File: src/rtl/sha256_compress.sv
// sha256_compress: SHA-256 compression engine, one round per accepted schedule word
module sha256_compress #(
    parameter int ROUNDS = 64
) (
    input  logic         clk,
    input  logic         rst,
    input  logic         start,
    input  logic [255:0] h_in,
    input  logic         w_valid,
    input  logic [31:0]  w_data,
    output logic         w_ready,
    output logic         busy,
    output logic         done,
    output logic [255:0] digest
);
    typedef enum logic [1:0] {IDLE, ROUND, FINAL} state_t;
    localparam logic [31:0] K [0:63] = '{
        32'h428a2f98, 32'h71374491, 32'hb5c0fbcf, 32'he9b5dba5, 32'h3956c25b, 32'h59f111f1, 32'h923f82a4, 32'hab1c5ed5,
        32'hd807aa98, 32'h12835b01, 32'h243185be, 32'h550c7dc3, 32'h72be5d74, 32'h80deb1fe, 32'h9bdc06a7, 32'hc19bf174,
        32'he49b69c1, 32'hefbe4786, 32'h0fc19dc6, 32'h240ca1cc, 32'h2de92c6f, 32'h4a7484aa, 32'h5cb0a9dc, 32'h76f988da,
        32'h983e5152, 32'ha831c66d, 32'hb00327c8, 32'hbf597fc7, 32'hc6e00bf3, 32'hd5a79147, 32'h06ca6351, 32'h14292967,
        32'h27b70a85, 32'h2e1b2138, 32'h4d2c6dfc, 32'h53380d13, 32'h650a7354, 32'h766a0abb, 32'h81c2c92e, 32'h92722c85,
        32'ha2bfe8a1, 32'ha81a664b, 32'hc24b8b70, 32'hc76c51a3, 32'hd192e819, 32'hd6990624, 32'hf40e3585, 32'h106aa070,
        32'h19a4c116, 32'h1e376c08, 32'h2748774c, 32'h34b0bcb5, 32'h391c0cb3, 32'h4ed8aa4a, 32'h5b9cca4f, 32'h682e6ff3,
        32'h748f82ee, 32'h78a5636f, 32'h84c87814, 32'h8cc70208, 32'h90befffa, 32'ha4506ceb, 32'hbef9a3f7, 32'hc67178f2
    };
    state_t state, state_n;
    logic [31:0] a, b, c, d, e, f, g, h;
    logic [31:0] s0, s1, ch, maj, t1, t2;
    logic [255:0] hsave;
    logic [5:0] t;
    logic hs;
    assign s1  = {e[5:0], e[31:6]} ^ {e[10:0], e[31:11]} ^ {e[24:0], e[31:25]};
    assign s0  = {a[1:0], a[31:2]} ^ {a[12:0], a[31:13]} ^ {a[21:0], a[31:22]};
    assign ch  = (e & f) ^ (~e & g);
    assign maj = (a & b) ^ (a & c) ^ (b & c);
    assign t1  = h + s1 + ch + K[t] + w_data;
    assign t2  = s0 + maj;
    always_comb begin
        w_ready = state == ROUND;
        busy    = state != IDLE;
        hs      = w_ready & w_valid;
        state_n = (state == IDLE && start)        ? ROUND :
                  (hs && t == 6'(ROUNDS - 1))     ? FINAL :
                  (state == FINAL)                ? IDLE  : state;
    end
    always_ff @(posedge clk) begin
        if (rst) begin
            state  <= IDLE;
            t      <= '0;
            {a, b, c, d, e, f, g, h} <= '0;
            hsave  <= '0;
            done   <= 1'b0;
            digest <= '0;
        end else begin
            state <= state_n;
            done  <= state == FINAL;
            if (state == IDLE && start) begin
                hsave <= h_in;
                {a, b, c, d, e, f, g, h} <= h_in;
                t <= '0;
            end
            if (hs) begin
                {a, b, c, d, e, f, g, h} <= {t1 + t2, a, b, c, d + t1, e, f, g};
                t <= t + 6'd1;
            end
            // Feed-forward: chaining value plus working state, word by word
            if (state == FINAL)
                digest <= {hsave[255:224] + a, hsave[223:192] + b, hsave[191:160] + c, hsave[159:128] + d,
                           hsave[127:96]  + e, hsave[95:64]   + f, hsave[63:32]   + g, hsave[31:0]    + h};
        end
    end
endmodule

File: config.mk
export PLATFORM = sky130hd
export DESIGN_NAME = sha256_compress
export DESIGN_NICKNAME = d
export VERILOG_FILES = /design/src/rtl/sha256_compress.sv
export SDC_FILE = /design/constraint.sdc
export NUM_CORES = 2
export LEC_CHECK = 0
export ABC_CLOCK_PERIOD_IN_PS = 10200
export BUFFER_PORTS_ARGS = -buffer_cell sky130_fd_sc_hd__buf_2
export CAP_MARGIN = 5
export CORE_MARGIN = 5
export CORE_UTILIZATION = 34
export DETAILED_ROUTE_END_ITERATION = 12
export GPL_ROUTABILITY_DRIVEN = 0
export HOLD_SLACK_MARGIN = 0.08
export SLEW_MARGIN = 20
export SYNTH_ARGS = -nofsm -noshare
export SYNTH_HDL_FRONTEND = slang
export SYNTH_SLANG_ARGS = --single-unit
File: constraint.sdc
create_clock -name clk -period 10.2 [get_ports clk]
set_clock_uncertainty 0.15 [all_clocks]
set_input_delay 0.51 -clock clk [delete_from_list [all_inputs] [get_ports clk]]
set_output_delay 0.51 -clock clk [all_outputs]
set_load 0.01 [all_outputs]
=== Word-level counts from Yosys, hierarchy flattened ===
Memory sizes are Yosys's and may differ from the RTL's.
Index checks and enable logic that the tools add are counted.

* Divide/modulo/power cells: 0
* Mux-type cells: 23
* $lt $le $gt $ge: 1
* Reduce and logical (&&, ||, !) cells: 8
* Bitwise logic cells: 15
* Shift-type cells: 0
* Eq/ne operators: 3
* Multiply operators: 0
* $add $sub $neg: 16

{| class="wikitable"
|+ Operator list
! cell !! number
|-
| $mux 32 || 18
|-
| $add 32x32->32 || 15
|-
| $xor 32x32->32 || 7
|-
| $and 32x32->32 || 5
|-
| $not 32->32 || 1
|-
| $mux 6 || 2
|-
| $ge 7x7->1 const B || 1
|-
| $not 6->7 || 1
|-
| $add 6x1->6 const B || 1
|-
| $eq 6x6->1 const B || 1
|-
| $reduce_bool 2->1 || 3
|-
| $mux 2 || 2
|-
| $reduce_bool 3->1 || 1
|-
| $eq 2x1->1 const B || 1
|-
| $eq 2x2->1 const B || 1
|-
| $logic_and 1x1->1 || 2
|-
| $logic_not 2->1 || 1
|-
| $reduce_or 2->1 || 1
|-
| $and 1x1->1 || 1
|-
| $mux 1 || 1
|}

* Memories kept: 1
* Register bits after elaboration: 777
* Bits in latches: 0
* ROM bits: 2,048
* Output and inout bits: 259
* Input bits: 292
* RAM bits: 0
* Word-level logic and storage cells: 81

{| class="wikitable"
|+ Memories
! memory !! words !! bits a word !! rd ports !! clocked after Yosys merged registers in !! write ports !! RTL line !! RTL
|-
| (no name shown) || 64 || 32 || 1 || 0 || 0 || 37 || <nowiki>assign t1 = h + s1 + ch + K[t] + w_data;</nowiki>
|}

=== Longest topological paths before layout ===
* Depth after elaboration: 8
* Mapped depth: 37
* Gate-level depth less buffers: 36

=== Worst setup path after synthesis ===
OpenSTA, ideal clock, no wires.

* Kind: reg2reg
* From: register t[2]
* To: register a[30]
* Stages on the path, launching flop included: 36
* Library setup time: 0.086 ns
* Arrival time: 7.506 ns
* Slack: 2.458 ns
* Data required time: 9.964 ns
* Buffers on the path: 4
* Period minus slack after synthesis: 7.742 ns
* Cells stage by stage: dfxtp_1 -> clkbuf_1 -> inv_1 -> clkbuf_1 -> buf_1 -> ha_1 -> nor2b_1 -> a2111oi_0 -> a21oi_1 -> o21ai_0 -> fa_1 -> inv_1 -> ha_1 -> inv_1 -> fa_1 -> nand2b_1 -> a21oi_1 -> o21ai_2 -> o21ai_0 -> nand3_1 -> nand2_1 -> xor2_1 -> fa_1 -> ha_1 -> clkbuf_1 -> a21o_1 -> a21o_1 -> a2111oi_0 -> nor2_1 -> nor3_1 -> a211o_1 -> nand2b_1 -> a211oi_1 -> xnor2_1 -> nor2_1 -> a211oi_1

* Longest elaborated chain between the ends: 8

{| class="wikitable"
|+ Ends and longest elaborated chain
! element !! RTL line !! RTL
|-
| start: declaration || 31 || <nowiki>logic [5:0] t;</nowiki>
|-
| start signal: assignment || 65 || <nowiki>t <= t + 6'd1;</nowiki>
|-
| $not 6->7 (implied by the code) || 37 ||
|-
| $mem_v2 64x32 || - ||
|-
| $mux 32 (implied by the code) (2 in series) || 37 ||
|-
| $add 32x32->32 (2 in series) || 37 ||
|-
| $add 32x32->32 || 64 || <nowiki>{a, b, c, d, e, f, g, h} <= {t1 + t2, a, b, c, d + t1, e, f, g};</nowiki>
|-
| $mux 32 || 63 || <nowiki>if (hs) begin</nowiki>
|-
| end signal: assignment || 60 || <nowiki>{a, b, c, d, e, f, g, h} <= h_in;</nowiki>
|-
| end signal: assignment || 64 ||
|-
| end: declaration || 28 || <nowiki>logic [31:0] a, b, c, d, e, f, g, h;</nowiki>
|}

Every way passes these cells. The select of a mux whose other input is x is not followed.
A chain may end at the register's enable or synchronous reset.

=== Worst setup path after layout ===
* From: register t[1]
* To: register a[30]

The elaborated chain is that of the path after synthesis.

==> results.json <==
{
  "status": "complete, no violations",
  "critPathMostFrequentCell": "ha_1",
  "yosys.area.top_type": "dfxtp_1",
  "worstSetupStartpointType": "register",
  "ff2ff_path_depth": 32,
  "start_util_pct": 34.2,
  "wl_per_cell_um": 24.4,
  "synth_most_common_cell": "nand2_1",
  "viasPerCell": 5.61,
  "tightest_slew_ns": 1.17,
  "ioPinCount": 551,
  "synth_top_area_share_pct": 30.8,
  "layout.nets": 7898,
  "seq_area_frac_synth_pct": 30.8,
  "cap_violations": 0,
  "die_h_um": 395,
  "grt_pass1_vias": 47800,
  "grt_overflow": 0,
  "top_regs": "digest x256, hsave x256",
  "min_path_type": "reg2reg",
  "m1WireLength_um": 87400,
  "crit_start": "t[1]",
  "grt_pass1_wl_um": 319000,
  "fin_cells": 9109,
  "cts_buffer_depth": 3,
  "syn_nets": 7319,
  "drt-pass1-iter-count": 9,
  "netlist_area_um2": 50400,
  "cts_num_sinks": 777,
  "vias": 51100,
  "r2r-start": "t[1]",
  "syn_inst": 6526,
  "antenna_found_initial": 9,
  "cpPeakStageDelay_ns": 0.60,
  "max_freq_ghz": 0.116,
  "worst_ep_arrival_time_ns": 9.13,
  "maxSlewHeadroom_pct": 22.1,
  "dpl.cell_count": 8687,
  "postCtsSetupBuffers": 0,
  "hold_viol": 0,
  "drt_iter0_markers": 6196,
  "layout-drive-gt1-share_pct": 11.7,
  "rrSetupSlack_ns": 1.56,
  "synth_area_leaders": "dfxtp_1 31%, nand2_1 11%, ha_1 9.1%",
  "rsz0062_at_grt": "false",
  "row_count": 141,
  "multi_input_area_um2": 32300,
  "met2_length_um": 99400,
  "dieArea_um2": 156000,
  "fin_crit_ns": 8.64,
  "syn_avg_cell_area_um2": 7.73,
  "drv_slew": 0,
  "critPathCaptureType": "register",
  "worst-setup-path-type": "reg2reg",
  "crit_fanout": 24,
  "tns_ns": 0,
  "die_w_um": 395,
  "synth-edff-count": 0,
  "cts-root-buf": "clkbuf_16",
  "worstSkewPairLatency_ns": 0.74,
  "setup_violations": 0,
  "netlist_top_cells_count": "1499 x nand2_1, 777 x dfxtp_1, 747 x a21oi_1",
  "ys_types": 76,
  "grt_max_degree": 178,
  "yosys_warnings": 0,
  "cp_slowest_cell": "ha_1",
  "drc": 0,
  "ys_ff_latch": 777,
  "grt_use_total_pct": 27.0,
  "critPathRequiredTime_ns": 10.69,
  "top_layer_used": "met4",
  "async_reset_ff_share_pct": 0,
  "cts_max_level": 3,
  "path_clk_slew_ns": 0.07,
  "regArea_um2": 15600,
  "r2r-end": "a[30]",
  "nFillCells": 15000,
  "ant_nets": 0,
  "place_hpwl_um": 170000,
  "area_growth_pct": 19.5,
  "cts_resized": 0,
  "port_buffers": 550,
  "endpoint": "a[30]",
  "wl_met3_um": 23700,
  "synth-main-ff-cell": "dfxtp_1",
  "fin_crit_sh_pct": 84.7,
  "tritoncts": "built",
  "core_area_um2": 148000,
  "totalWireLength_um": 222000,
  "cts_buffers": 89
}
[per-layer routing]
| metal | track usage (%) | vias up |
|---|---|---|
| met4 | 11.9 | 0 |
| met2 | 43.2 | 2707 |
| met5 | 0 | - |
| li1 | - | 23700 |
| met3 | 7.65 | 525 |
| met1 | 34.0 | 24200 |
[critical path, delay by kind of cell (launching register included)]
kind                       cells  cell delay, ns
buffers and inverters          3            0.45
and+or+nand+nor                8            1.16
adders and majority gates      7            2.97
DFF                            1            0.33
AOI/OAI and AO/OA             12            2.95
xor gates and xnor gates       2            0.51
[cell families (layout without fill, tap and decap cells)]
family / Yosys count / in the layout / synth area share (%)
buffers and inverters: 703 / 1350 / 5.23
xor gates and xnor gates: 419 / 419 / 7.27
adders and majority gates: 524 / 524 / 14.9
DFF: 777 / 777 / 30.8
and+or+nand+nor: 2178 / 2178 / 18.1
other: 0 / 6 / 0
AOI/OAI and AO/OA: 1874 / 1874 / 22.5
muxes: 51 / 51 / 1.25
[cell usage in the layout, fill, tap and decap left out, types with 14 or more instances in the layout]
master         count
inv_1            316
buf_2            549
nand4_1           22
a311oi_1          15
o311ai_0          18
dlygate4sd3_1    257
clkbuf_16         89
nand3_1           84
clkinv_2          21
a211oi_1          71
o21ai_1           20
nor2b_1           47
a31oi_1          279
dfxtp_1          774
buf_4             63
a2111oi_0         14
nand2_1         1497
o21a_1            58
ha_1             368
a22oi_1           15
o21bai_1          27
a21o_1           173
xor2_1           145
o31ai_1           23
nand2b_1          69
maj3_1            23
o21ai_0          271
nor2_1           253
xnor2_1          274
and3_1            26
mux2_2            28
fa_1             133
mux2i_1           16
o211ai_1          22
nor3_1            68
or3_1             35
a211o_1           14
a21oi_1          747
and2_1            14
clkbuf_8          14
[through the flow]
step	instance area, µm²	hold slack (ns)	setup slack, ns	util, %
after CTS	60300	0.299	1.82	40.8
final	60300	0.297	1.56	40.8
after global routing	60300	0.313	1.09	40.8
after floorplan	50400	0.290	2.46	-
after global placement	54700	0.285	1.90	37.1
after detailed placement	54700	0.290	1.89	37.1
[timing repair]
| action | in CTS | in global routing |
|---|---|---|
| hold buffers | 257 | 0 |
| hold endpoints to repair | 509 | 0 |
| endpoints found under the setup margin | 0 | 0 |
[area by class of cell]
type | instances | share of cell area [%]
clock buffer | 113 | 4.08
multi-input combinational | 5046 | 53.6
inverter | 319 | 1.99
sequential | 777 | 25.8
clock inverter | 46 | 0.834
tap | 1930 | 4.00
antenna | 6 | 0.0249
timing repair buffer | 872 | 9.70
[worst min path at each step]
stage / slack [ns] / depth (start not counted) / start / to
after floorplan: 0.29 / 2 / hsave[0] / hsave[0]
after global placement: 0.29 / 2 / digest[28] / digest[28]
after detailed placement: 0.29 / 2 / digest[16] / digest[16]
after CTS: 0.30 / 2 / digest[16] / digest[16]
after global routing: 0.31 / 2 / digest[50] / digest[50]
final: 0.30 / 2 / digest[131] / digest[131]
Power is left out: the tool's default activity adds up to more than one toggle a clock period on the data nets, which glitch-free logic cannot reach.
